==> src/rtl/legv8_pkg.sv <==
// Shared LEGv8 control-unit definitions: opcodes, ALU function codes, FSM states,
// ControlWord field offsets and status flag positions.
package legv8_pkg;

  localparam logic [63:0] PC_RESET = 64'h0;

  localparam logic [10:0] OP_ADD  = 11'b10001011000;
  localparam logic [10:0] OP_SUB  = 11'b11001011000;
  localparam logic [10:0] OP_AND  = 11'b10001010000;
  localparam logic [10:0] OP_ORR  = 11'b10101010000;
  localparam logic [10:0] OP_EOR  = 11'b11001010000;
  localparam logic [10:0] OP_LDUR = 11'b11111000010;
  localparam logic [10:0] OP_STUR = 11'b11111000000;
  localparam logic [9:0]  OP_ADDI = 10'b1001000100;
  localparam logic [9:0]  OP_SUBI = 10'b1101000100;
  localparam logic [7:0]  OP_CBZ  = 8'b10110100;
  localparam logic [7:0]  OP_CBNZ = 8'b10110101;
  localparam logic [5:0]  OP_B    = 6'b000101;

  localparam logic [4:0] FS_AND = 5'b00000;
  localparam logic [4:0] FS_ORR = 5'b00100;
  localparam logic [4:0] FS_ADD = 5'b01000;
  localparam logic [4:0] FS_SUB = 5'b01001;
  localparam logic [4:0] FS_EOR = 5'b01100;

  typedef enum logic [1:0] {S_FETCH, S_EXEC, S_MEM, S_HALT} state_t;

  typedef enum logic [2:0] {
    C_ALU_R, C_ALU_I, C_LDUR, C_STUR, C_CBZ, C_CBNZ, C_B, C_BAD
  } iclass_t;

  localparam int CW_SA    = 20;
  localparam int CW_SB    = 15;
  localparam int CW_DA    = 10;
  localparam int CW_RW    = 9;
  localparam int CW_MW    = 8;
  localparam int CW_FS    = 3;
  localparam int CW_BSEL  = 2;
  localparam int CW_ENMEM = 1;
  localparam int CW_ENALU = 0;

  localparam int ST_V = 3;
  localparam int ST_C = 2;
  localparam int ST_N = 1;
  localparam int ST_Z = 0;

endpackage

==> src/rtl/legv8_decode.sv <==
// Combinational instruction decoder: classifies the IR and extracts register
// fields plus the extended immediates and pre-shifted branch offsets.
module legv8_decode
  import legv8_pkg::*;
(
  input  logic [31:0] instr_i,
  output iclass_t     cls_o,
  output logic [4:0]  fs_o,
  output logic [4:0]  rd_o,
  output logic [4:0]  rn_o,
  output logic [4:0]  rm_o,
  output logic [63:0] imm12_o,
  output logic [63:0] imm9_o,
  output logic [63:0] br19_o,
  output logic [63:0] br26_o
);

  assign rd_o    = instr_i[4:0];
  assign rn_o    = instr_i[9:5];
  assign rm_o    = instr_i[20:16];
  assign imm12_o = {52'h0, instr_i[21:10]};
  assign imm9_o  = {{55{instr_i[20]}}, instr_i[20:12]};
  assign br19_o  = {{43{instr_i[23]}}, instr_i[23:5], 2'b00};
  assign br26_o  = {{36{instr_i[25]}}, instr_i[25:0], 2'b00};

  always_comb begin
    cls_o = C_BAD;
    fs_o  = FS_ADD;
    if (instr_i[31:21] == OP_ADD) begin
      cls_o = C_ALU_R;
    end else if (instr_i[31:21] == OP_SUB) begin
      cls_o = C_ALU_R;
      fs_o  = FS_SUB;
    end else if (instr_i[31:21] == OP_AND) begin
      cls_o = C_ALU_R;
      fs_o  = FS_AND;
    end else if (instr_i[31:21] == OP_ORR) begin
      cls_o = C_ALU_R;
      fs_o  = FS_ORR;
    end else if (instr_i[31:21] == OP_EOR) begin
      cls_o = C_ALU_R;
      fs_o  = FS_EOR;
    end else if (instr_i[31:22] == OP_ADDI) begin
      cls_o = C_ALU_I;
    end else if (instr_i[31:22] == OP_SUBI) begin
      cls_o = C_ALU_I;
      fs_o  = FS_SUB;
    end else if (instr_i[31:21] == OP_LDUR) begin
      cls_o = C_LDUR;
    end else if (instr_i[31:21] == OP_STUR) begin
      cls_o = C_STUR;
    end else if (instr_i[31:24] == OP_CBZ) begin
      cls_o = C_CBZ;
    end else if (instr_i[31:24] == OP_CBNZ) begin
      cls_o = C_CBNZ;
    end else if (instr_i[31:26] == OP_B) begin
      cls_o = C_B;
    end
  end

endmodule

==> src/rtl/control_unit_legv8.sv <==
// Multi-cycle LEGv8 control unit: FETCH/EXEC/MEM sequencing, PC/IR/IPC ownership
// and ControlWord/constant generation for the datapath.
module control_unit_legv8
  import legv8_pkg::*;
(
  input  logic        clock,
  input  logic        reset,
  input  logic [31:0] instruction,
  input  logic [3:0]  status,
  output logic [63:0] PC,
  output logic [24:0] ControlWord,
  output logic [63:0] constant,
  output logic        halted
);

  state_t      state_q;
  logic [63:0] pc_q;
  logic [63:0] ipc_q;
  logic [31:0] ir_q;
  logic        halted_q;

  iclass_t     cls;
  logic [4:0]  fs, rd, rn, rm;
  logic [63:0] imm12, imm9, br19, br26;
  logic        zero_flag;
  logic        unused_status;

  legv8_decode u_decode (
    .instr_i (ir_q),
    .cls_o   (cls),
    .fs_o    (fs),
    .rd_o    (rd),
    .rn_o    (rn),
    .rm_o    (rm),
    .imm12_o (imm12),
    .imm9_o  (imm9),
    .br19_o  (br19),
    .br26_o  (br26)
  );

  assign zero_flag     = status[ST_Z];
  assign unused_status = ^{status[ST_V], status[ST_C], status[ST_N]};
  assign PC            = pc_q;
  assign halted        = halted_q;

  // Reset forces FETCH, which zeroes the ControlWord without waiting for a clock,
  // so an in-flight store is cancelled asynchronously.
  always_ff @(posedge clock or negedge reset) begin
    if (!reset) begin
      state_q  <= S_FETCH;
      pc_q     <= PC_RESET;
      ipc_q    <= '0;
      ir_q     <= '0;
      halted_q <= 1'b0;
    end else begin
      case (state_q)
        S_FETCH: begin
          ir_q    <= instruction;
          ipc_q   <= pc_q;
          pc_q    <= pc_q + 64'd4;
          state_q <= S_EXEC;
        end
        S_EXEC: begin
          case (cls)
            C_LDUR, C_STUR: state_q <= S_MEM;
            C_CBZ: begin
              if (zero_flag) pc_q <= ipc_q + br19;
              state_q <= S_FETCH;
            end
            C_CBNZ: begin
              if (!zero_flag) pc_q <= ipc_q + br19;
              state_q <= S_FETCH;
            end
            C_B: begin
              pc_q    <= ipc_q + br26;
              state_q <= S_FETCH;
            end
            C_BAD: begin
              halted_q <= 1'b1;
              state_q  <= S_HALT;
            end
            default: state_q <= S_FETCH;
          endcase
        end
        S_MEM:   state_q <= S_FETCH;
        default: state_q <= S_HALT;
      endcase
    end
  end

  always_comb begin
    ControlWord = '0;
    constant    = '0;
    case (state_q)
      S_EXEC: begin
        case (cls)
          C_ALU_R: begin
            ControlWord[CW_SA +: 5] = rn;
            ControlWord[CW_SB +: 5] = rm;
            ControlWord[CW_DA +: 5] = rd;
            ControlWord[CW_RW]      = 1'b1;
            ControlWord[CW_FS +: 5] = fs;
            ControlWord[CW_ENALU]   = 1'b1;
          end
          C_ALU_I: begin
            ControlWord[CW_SA +: 5] = rn;
            ControlWord[CW_DA +: 5] = rd;
            ControlWord[CW_RW]      = 1'b1;
            ControlWord[CW_FS +: 5] = fs;
            ControlWord[CW_BSEL]    = 1'b1;
            ControlWord[CW_ENALU]   = 1'b1;
            constant                = imm12;
          end
          C_LDUR, C_STUR: begin
            ControlWord[CW_SA +: 5] = rn;
            ControlWord[CW_SB +: 5] = rd;
            ControlWord[CW_FS +: 5] = FS_ADD;
            ControlWord[CW_BSEL]    = 1'b1;
            constant                = imm9;
          end
          C_CBZ, C_CBNZ: begin
            ControlWord[CW_SA +: 5] = rd;
            ControlWord[CW_FS +: 5] = FS_ADD;
            ControlWord[CW_BSEL]    = 1'b1;
          end
          default: ;
        endcase
      end
      S_MEM: begin
        // Address fields repeat EXEC so the memory address stays stable.
        ControlWord[CW_SA +: 5] = rn;
        ControlWord[CW_SB +: 5] = rd;
        ControlWord[CW_FS +: 5] = FS_ADD;
        ControlWord[CW_BSEL]    = 1'b1;
        constant                = imm9;
        if (cls == C_LDUR) begin
          ControlWord[CW_DA +: 5] = rd;
          ControlWord[CW_RW]      = 1'b1;
          ControlWord[CW_ENMEM]   = 1'b1;
        end else if (cls == C_STUR) begin
          ControlWord[CW_MW]      = 1'b1;
        end
      end
      default: ;
    endcase
  end

endmodule

==> config.mk <==
export PLATFORM = sky130hd
export DESIGN_NAME = control_unit_legv8
export DESIGN_NICKNAME = d
export VERILOG_FILES = /design/src/rtl/legv8_pkg.sv /design/src/rtl/legv8_decode.sv /design/src/rtl/control_unit_legv8.sv
export SDC_FILE = /design/constraint.sdc
export NUM_CORES = 1
export LEC_CHECK = 0
export ABC_AREA = 1
export CAP_MARGIN = 20
export CORE_ASPECT_RATIO = 0.9
export CORE_MARGIN = 2
export CORE_UTILIZATION = 51
export DETAILED_ROUTE_END_ITERATION = 16
export PLACE_DENSITY_LB_ADDON = 0.15
export SLEW_MARGIN = 20
export SYNTH_ARGS = -nofsm -noshare
export SYNTH_HDL_FRONTEND = slang
export SYNTH_SLANG_ARGS = --single-unit
==> constraint.sdc <==
create_clock -name clock -period 4.4 [get_ports clock]
set_clock_uncertainty 0.15 [all_clocks]
set_input_delay 0.88 -clock clock [delete_from_list [all_inputs] [get_ports clock]]
set_output_delay 0.88 -clock clock [all_outputs]
set_load 0.1 [all_outputs]
# Word-level counts from Yosys, hierarchy flattened
# Index checks and enable logic that the tools add are counted.
[classes] mux=42 addsub=3 n_eq_ne=24 reduce_logical=11
[op_table] cell="64-bit case mux with 2 select lines" n=3
[op_table] cell="64-bit case mux with 3 select lines" n=1
[op_table] cell="64-bit adder" n=2
[op_table] cell="64-bit 2-to-1 mux" n=2
[op_table] cell="11-bit == test, second input constant" n=7
[op_table] cell="64-bit by 3-bit adder with 64-bit output, second input constant" n=1
[op_table] cell="3-bit 2-to-1 mux" n=11
[op_table] cell="16-bit case mux with 2 select lines" n=1
[op_table] cell="5-bit 2-to-1 mux" n=6
[op_table] cell="5-bit case mux with 2 select lines" n=3
[op_table] cell="10-bit == test, second input constant" n=2
[op_table] cell="8-bit == test, second input constant" n=2
[op_table] cell="3-bit == test, second input constant" n=4
[op_table] cell="6-bit 2-to-1 mux" n=2
[op_table] cell="6-bit case mux with 2 select lines" n=1
[op_table] cell="1-bit 2-to-1 mux" n=10
[op_table] cell="4-bit OR reduction" n=2
[op_table] cell="3-bit by 2-bit == test with 1-bit output, second input constant" n=2
[op_table] cell="6-bit by 3-bit == test with 1-bit output, second input constant" n=1
[op_table] cell="3-bit inequality test, second input constant" n=2
[op_table] cell="2-bit case mux with 3 select lines" n=1
[op_table] cell="2-bit OR reduction" n=3
[op_table] cell="5-bit OR reduction" n=1
[op_table] cell="4-bit by 1-bit inequality test with 1-bit output, second input constant" n=1
[op_table] cell="other kinds (9)" n=9
[totals] in_bits=38 elab_cells=85 register_bits=163

# Longest topological paths before layout
# Gate-level depths: netlist of run 1.
[depth] depth_word=17 depth_mapped=23 depth_no_buf=21

# Hierarchy
# A second synthesis of run 1 with hierarchy kept.
[unflattened] hier_cells=2966 hier_area_um2=18380.1
[by_module_without_submodules] mod="control_unit_legv8" cells_each=2633 area_per_inst_um2=16035.4 instances=1
[by_module_without_submodules] mod="legv8_decode" cells_each=333 area_per_inst_um2=2344.7 instances=1

# Worst setup path after synthesis of run 1
# Ideal clock, no wire load.
[synth_timing] kind="register to output" start="reg ir_q[23]" end="out ControlWord[16]" path_stages_with_launch=10 required_time_ns=3.370 slack_ns=-0.086 path_buffers=0 arrival_time_ns=3.456 cell_sequence="dfrtp_1 -> inv_1 -> nand2_1 -> inv_1 -> nand3_1 -> nor2_1 -> o21ai_1 -> nand2_1 -> inv_1 -> o32ai_1"
[synth_via] elab_chain_cells=14 elab_cells_between_ends=24 classes_between="eq/ne (11); mux (11); reduce/logical (2)"
[synth_lines] element="from (decl)" line="control_unit_legv8.sv:19" source="logic [31:0] ir_q;"
[synth_lines] element="from (signal assigned)" line="control_unit_legv8.sv:58" source="ir_q <= instruction;"
[synth_lines] element="11-bit == test" line="legv8_decode.sv:50" source="end else if (instr_i[31:21] == OP_STUR) begin"
[synth_lines] element="3-bit 2-to-1 mux" line="legv8_decode.sv:50"
[synth_lines] element="3-bit 2-to-1 mux" line="legv8_decode.sv:48" source="end else if (instr_i[31:21] == OP_LDUR) begin"
[synth_lines] element="3-bit 2-to-1 mux" line="legv8_decode.sv:45" source="end else if (instr_i[31:22] == OP_SUBI) begin"
[synth_lines] element="3-bit 2-to-1 mux" line="legv8_decode.sv:43" source="end else if (instr_i[31:22] == OP_ADDI) begin"
[synth_lines] element="3-bit 2-to-1 mux" line="legv8_decode.sv:40" source="end else if (instr_i[31:21] == OP_EOR) begin"
[synth_lines] element="3-bit 2-to-1 mux" line="legv8_decode.sv:37" source="end else if (instr_i[31:21] == OP_ORR) begin"
[synth_lines] element="3-bit 2-to-1 mux" line="legv8_decode.sv:34" source="end else if (instr_i[31:21] == OP_AND) begin"
[synth_lines] element="3-bit 2-to-1 mux" line="legv8_decode.sv:31" source="end else if (instr_i[31:21] == OP_SUB) begin"
[synth_lines] element="3-bit 2-to-1 mux (*)" line="legv8_decode.sv:29" source="if (instr_i[31:21] == OP_ADD) begin"
[synth_lines] element="3-bit by 2-bit == test with 1-bit output" line="control_unit_legv8.sv:96" source="case (cls)"
[synth_lines] element="2-bit OR reduction" line="control_unit_legv8.sv:96"
[synth_lines] element="5-bit case mux with 2 select lines (*)" line="control_unit_legv8.sv:96"
[synth_lines] element="16-bit case mux with 2 select lines (*)" line="control_unit_legv8.sv:94" source="case (state_q)"
[synth_lines] element="to (decl)" line="control_unit_legv8.sv:11" source="output logic [24:0] ControlWord,"
# Every way passes the cells marked *; elsewhere a longest branch is shown, timed or not.

# Worst setup path after layout of run 1
[layout_timing] start="reg ir_q[29]" end="reg pc_q[60], in the netlist PC[60]"
[layout_via] elab_chain_cells=16 elab_cells_between_ends=33 classes_between="eq/ne (18); mux (14); reduce/logical (1)"
[layout_lines] element="6-bit by 3-bit == test with 1-bit output" line="legv8_decode.sv:56" source="end else if (instr_i[31:26] == OP_B) begin"
[layout_lines] element="1-bit 2-to-1 mux" line="legv8_decode.sv:56"
[layout_lines] element="3-bit 2-to-1 mux" line="legv8_decode.sv:54" source="end else if (instr_i[31:24] == OP_CBNZ) begin"
[layout_lines] element="3-bit 2-to-1 mux" line="legv8_decode.sv:52" source="end else if (instr_i[31:24] == OP_CBZ) begin"
[layout_lines] element="3-bit 2-to-1 mux" line="legv8_decode.sv:50"
[layout_lines] element="3-bit 2-to-1 mux" line="legv8_decode.sv:48"
[layout_lines] element="3-bit 2-to-1 mux" line="legv8_decode.sv:45"
[layout_lines] element="3-bit 2-to-1 mux" line="legv8_decode.sv:43"
[layout_lines] element="3-bit 2-to-1 mux" line="legv8_decode.sv:40"
[layout_lines] element="3-bit 2-to-1 mux" line="legv8_decode.sv:37"
[layout_lines] element="3-bit 2-to-1 mux" line="legv8_decode.sv:34"
[layout_lines] element="3-bit 2-to-1 mux" line="legv8_decode.sv:31"
[layout_lines] element="3-bit 2-to-1 mux (*)" line="legv8_decode.sv:29"
[layout_lines] element="3-bit == test" line="control_unit_legv8.sv:64" source="case (cls)"
[layout_lines] element="64-bit case mux with 3 select lines (tied with other cells)" line="control_unit_legv8.sv:64"
[layout_lines] element="64-bit case mux with 2 select lines / 4-bit AND reduction (equally long branches)"
[layout_lines] element="to (signal assigned)" line="control_unit_legv8.sv:60" source="pc_q <= pc_q + 64'd4;"
[layout_lines] element="to (signal assigned)" line="control_unit_legv8.sv:67" source="if (zero_flag) pc_q <= ipc_q + br19;"
[layout_lines] element="to (signal assigned)" line="control_unit_legv8.sv:71" source="if (!zero_flag) pc_q <= ipc_q + br19;"
[layout_lines] element="to (decl)" line="control_unit_legv8.sv:17" source="logic [63:0] pc_q;"
# Marked as above.
# A chain may end at the register's enable or synchronous reset.

==> impl_results.md, run 1 <==
* Status: finished clean
* Max_cap viols at 0
* I/O Pins at 192
* Worst-Margin Slew at 1.01 ns
* Synth Register Bits at 163
* First-pass GRT wire length at 90,100 um
* ANT cells at 0
* Core Rows at 60
* Synth top area cells: dfrtp_1 (26%), nand2_1 (21%), inv_1 (10%), ha_1 (5.8%), nor2_1 (5.7%)
* XOR/XNOR Fraction of Synth Area at 3.12%
* Worst reg2reg path startpoint: ir_q[29]
* Setup Crit Path Kind: reg2reg
* Vias post-DR at 17,305
* Share of cells above drive strength 1 at 7.46%
* Total Routing Usage GR at 37.3%
* Setup violators final at 0
* Clock Sinks at 163
* RSZ-0062 raised after global routing: false
* Port buffer count at 186
* Met2 routed WL at 23,300 um
* Max Slew Vio Count at 0
* DR vias/cell at 5.59
* Cell taking the most area after synthesis: dfrtp_1
* Iter 0 DRT Violations at 2,246
* Post-DP Area at 18,100 um^2
* Finished Cell Area at 18,700 um^2
* Achievable clock frequency at 0.239 GHz
* Area fraction of the dominant cell type after synthesis at 26.4%
* Worst-path maximum fanout at 33
* Final hold viol count at 0
* Drt wl/cell at 19.1 um
* Die Wd at 187 um
* Routability cong. at 1.05
* Layout area overhead at 21.0%
* Max_slew headroom at 32.6%
* Reg-to-reg critical path endpoint: PC[60]
* Arr. time, crit path at 4.39 ns
* Worst Reg-to-Reg Cells at 21
* Yosys warns at 0
* Ys async rst share at 100%
* Synth Cell Area at 15,400 um^2
* Post-Synth Simple-Gate Area at 36.4%
* Detailed-routed wire length on met3 at 7860 um
* Total routed wirelength at 59,300 um
* Largest family of logic cells by synthesized area: simple AND/OR/NAND/NOR gates
* Root Driver: clkbuf_16
* Footprint of the multi-input gates at 9120 um^2
* Worst min-delay path class: in2async
* Layout Nets at 2,792
* Cells after synthesis at 2,566
* CTS Buf Count at 17
* Primary FF master, synth: dfrtp_1
* Pre-antenna DRT Iters at 7
* Worst Setup End Kind: register
* Period utilization at 95.0%
* Flop2flop setup slack at 0.22 ns
* Skew-Pair Late Insertion Delay at 0.45 ns
* CTS tree: built
* Die Y at 169 um
* H-tree levels at 4
* Post-synthesis compound-gate area fraction at 13.4%
* Dpl hpwl at 47,700 um
* Total gr overflow at 0
* Starting Density at 51.7%
* Post-synthesis sequential area ratio at 26.4%
* Critical Path RT at 4.61 ns
* Remaining DRCs at 0
* Clock slew at reported path FFs at 0.08 ns
* Number of global-route vias before repair at 15,556
* Startpoint types: register
* Post-CTS setup buffer count at 0
* Largest net degree at the start of global routing at 99
* Netlist cell types at 43
* Most frequent cells in the layout: nand2_1 (883), inv_1 (418), nor2_1 (236)
* Final core utilization at 62.5%
* Syn avg cell area at 6.02 um^2
* DIE AREA at 31,700 um^2
* Initial antenna violation count at 1
* Commonest non-fill, non-tap cell in the layout: nand2_1
* Min cycle time layout at 4.18 ns
* Adder-cell area share of the yosys netlist at 5.88%
* Uppermost layer routed: met4
* Maximum clock path buffer count at 2
* Final ANT Viol Nets at 0
* Post-synthesis mux area share at 0%
* Final hold slack at 0.320 ns
* Fillers at 2,911
* Core area at 29,900 um^2
* Routed metal-1 wire length at 26,400 um
* Reg area at 4080 um^2
* Post-synth EDFFs at 0
[metal layers]
metal,GRT usage [%],up-vias
met5,0,-
met4,11.2,0
met3,8.02,104
met2,52.7,980
met1,56.5,7962
li1,-,8259
[kinds of logic (layout without fill, tap and decap cells)]
group           after synthesis  in the layout
xor+xnor                     55             55
simple gates               1374           1374
flops                       163            163
fa+ha+maj                    72             72
other cells                   1              2
buf+inv                     535            663
compound gates              366            366
[registers in the layout, indices dropped and copies added (netlist names)]
register,count
PC,64
ipc_q,64
ir_q,32
state_q,2
halted,1
[layout make-up]
class                   instances  share of cell area (%)
well taps                     403                    2.70
flip-flops and latches        163                    21.8
inverters                     427                    8.58
repair buffers                204                    14.9
clock inverters                15                   0.937
multi-input cells            1869                    48.8
clock buffers                  17                    2.28
[metrics by stage]
step / worst slack [ns] / TNS, ns / instances
finish: 0.221 / 0 / 3098
global route: 0.00402 / 0 / 3098
CTS: 0.0260 / 0 / 3097
detailed placement: 0.384 / 0 / 3065
global placement: 0.536 / 0 / 3065
floorplan: -0.0861 / -0.326 / 2567
[critical path: stages, from the launching register on]
cell and delay [ns]:
dfrtp_1 0.46, inv_2 0.12, nand2_1 0.05, inv_1 0.10, nand3_1 0.31, buf_4 0.29, buf_4 0.22, nand2_1 0.13
o21ai_0 0.11, ha_1 0.38, nand2_1 0.16, nor2_1 0.19, nand2_1 0.07, nand3_1 0.18, nand2_1 0.08, nand2_1 0.18
nand2_1 0.08, nand2_1 0.20, nand2_1 0.11, nand3_1 0.09, nand3_1 0.20, a21oi_2 0.22
[repair_timing]
action / in CTS / in global routing
resized for setup: 0 / 7
hold buffers: 0 / 0
setup endpoints to repair: 0 / 55
[synth_stat cells (3+ instances only)]
library cell  count
a21oi_2          34
buf_4            55
nand3b_1          3
nor4_1            7
dfrtp_1         163
xnor2_1          13
nand3_1         134
o21bai_1         15
o21ai_1          10
a22oi_1           5
ha_1             71
nand2_1         884
and3_1            5
xor2_1           42
nand4_1          43
clkbuf_1         34
inv_1           419
o32ai_1           3
a21oi_1         117
a31oi_1          16
buf_2             8
o22ai_1          12
buf_6             6
nor3_2            6
o21ai_0         147
o211ai_1          4
nor3_1           44
buf_1             5
inv_2             7
nor2_1          236
nor2_2            3
[worst max-delay path by stage]
stage	from	end	slack, ns	cells after the start
CTS	ir_q[25]	constant[35]	0.03	13
detailed placement	ir_q[29]	PC[62]	0.38	20
finish	ir_q[29]	PC[60]	0.22	21
floorplan	ir_q[23]	ControlWord[16]	-0.09	9
global placement	ir_q[29]	PC[62]	0.54	20
global route	ir_q[29]	PC[58]	0.004	19
Power of run 1 is left out: the tool's default activity adds up to more than one toggle a clock period on the data nets, which glitch-free logic cannot reach.
==> inputs of run 2 (changes only) <==
Settings changed: TNS_END_PERCENT from default to 100.
==> results of run 2 <==
No change in the layout: final DEF, timing and power equal those of run 1.
Power of run 2 is left out for the same reason.
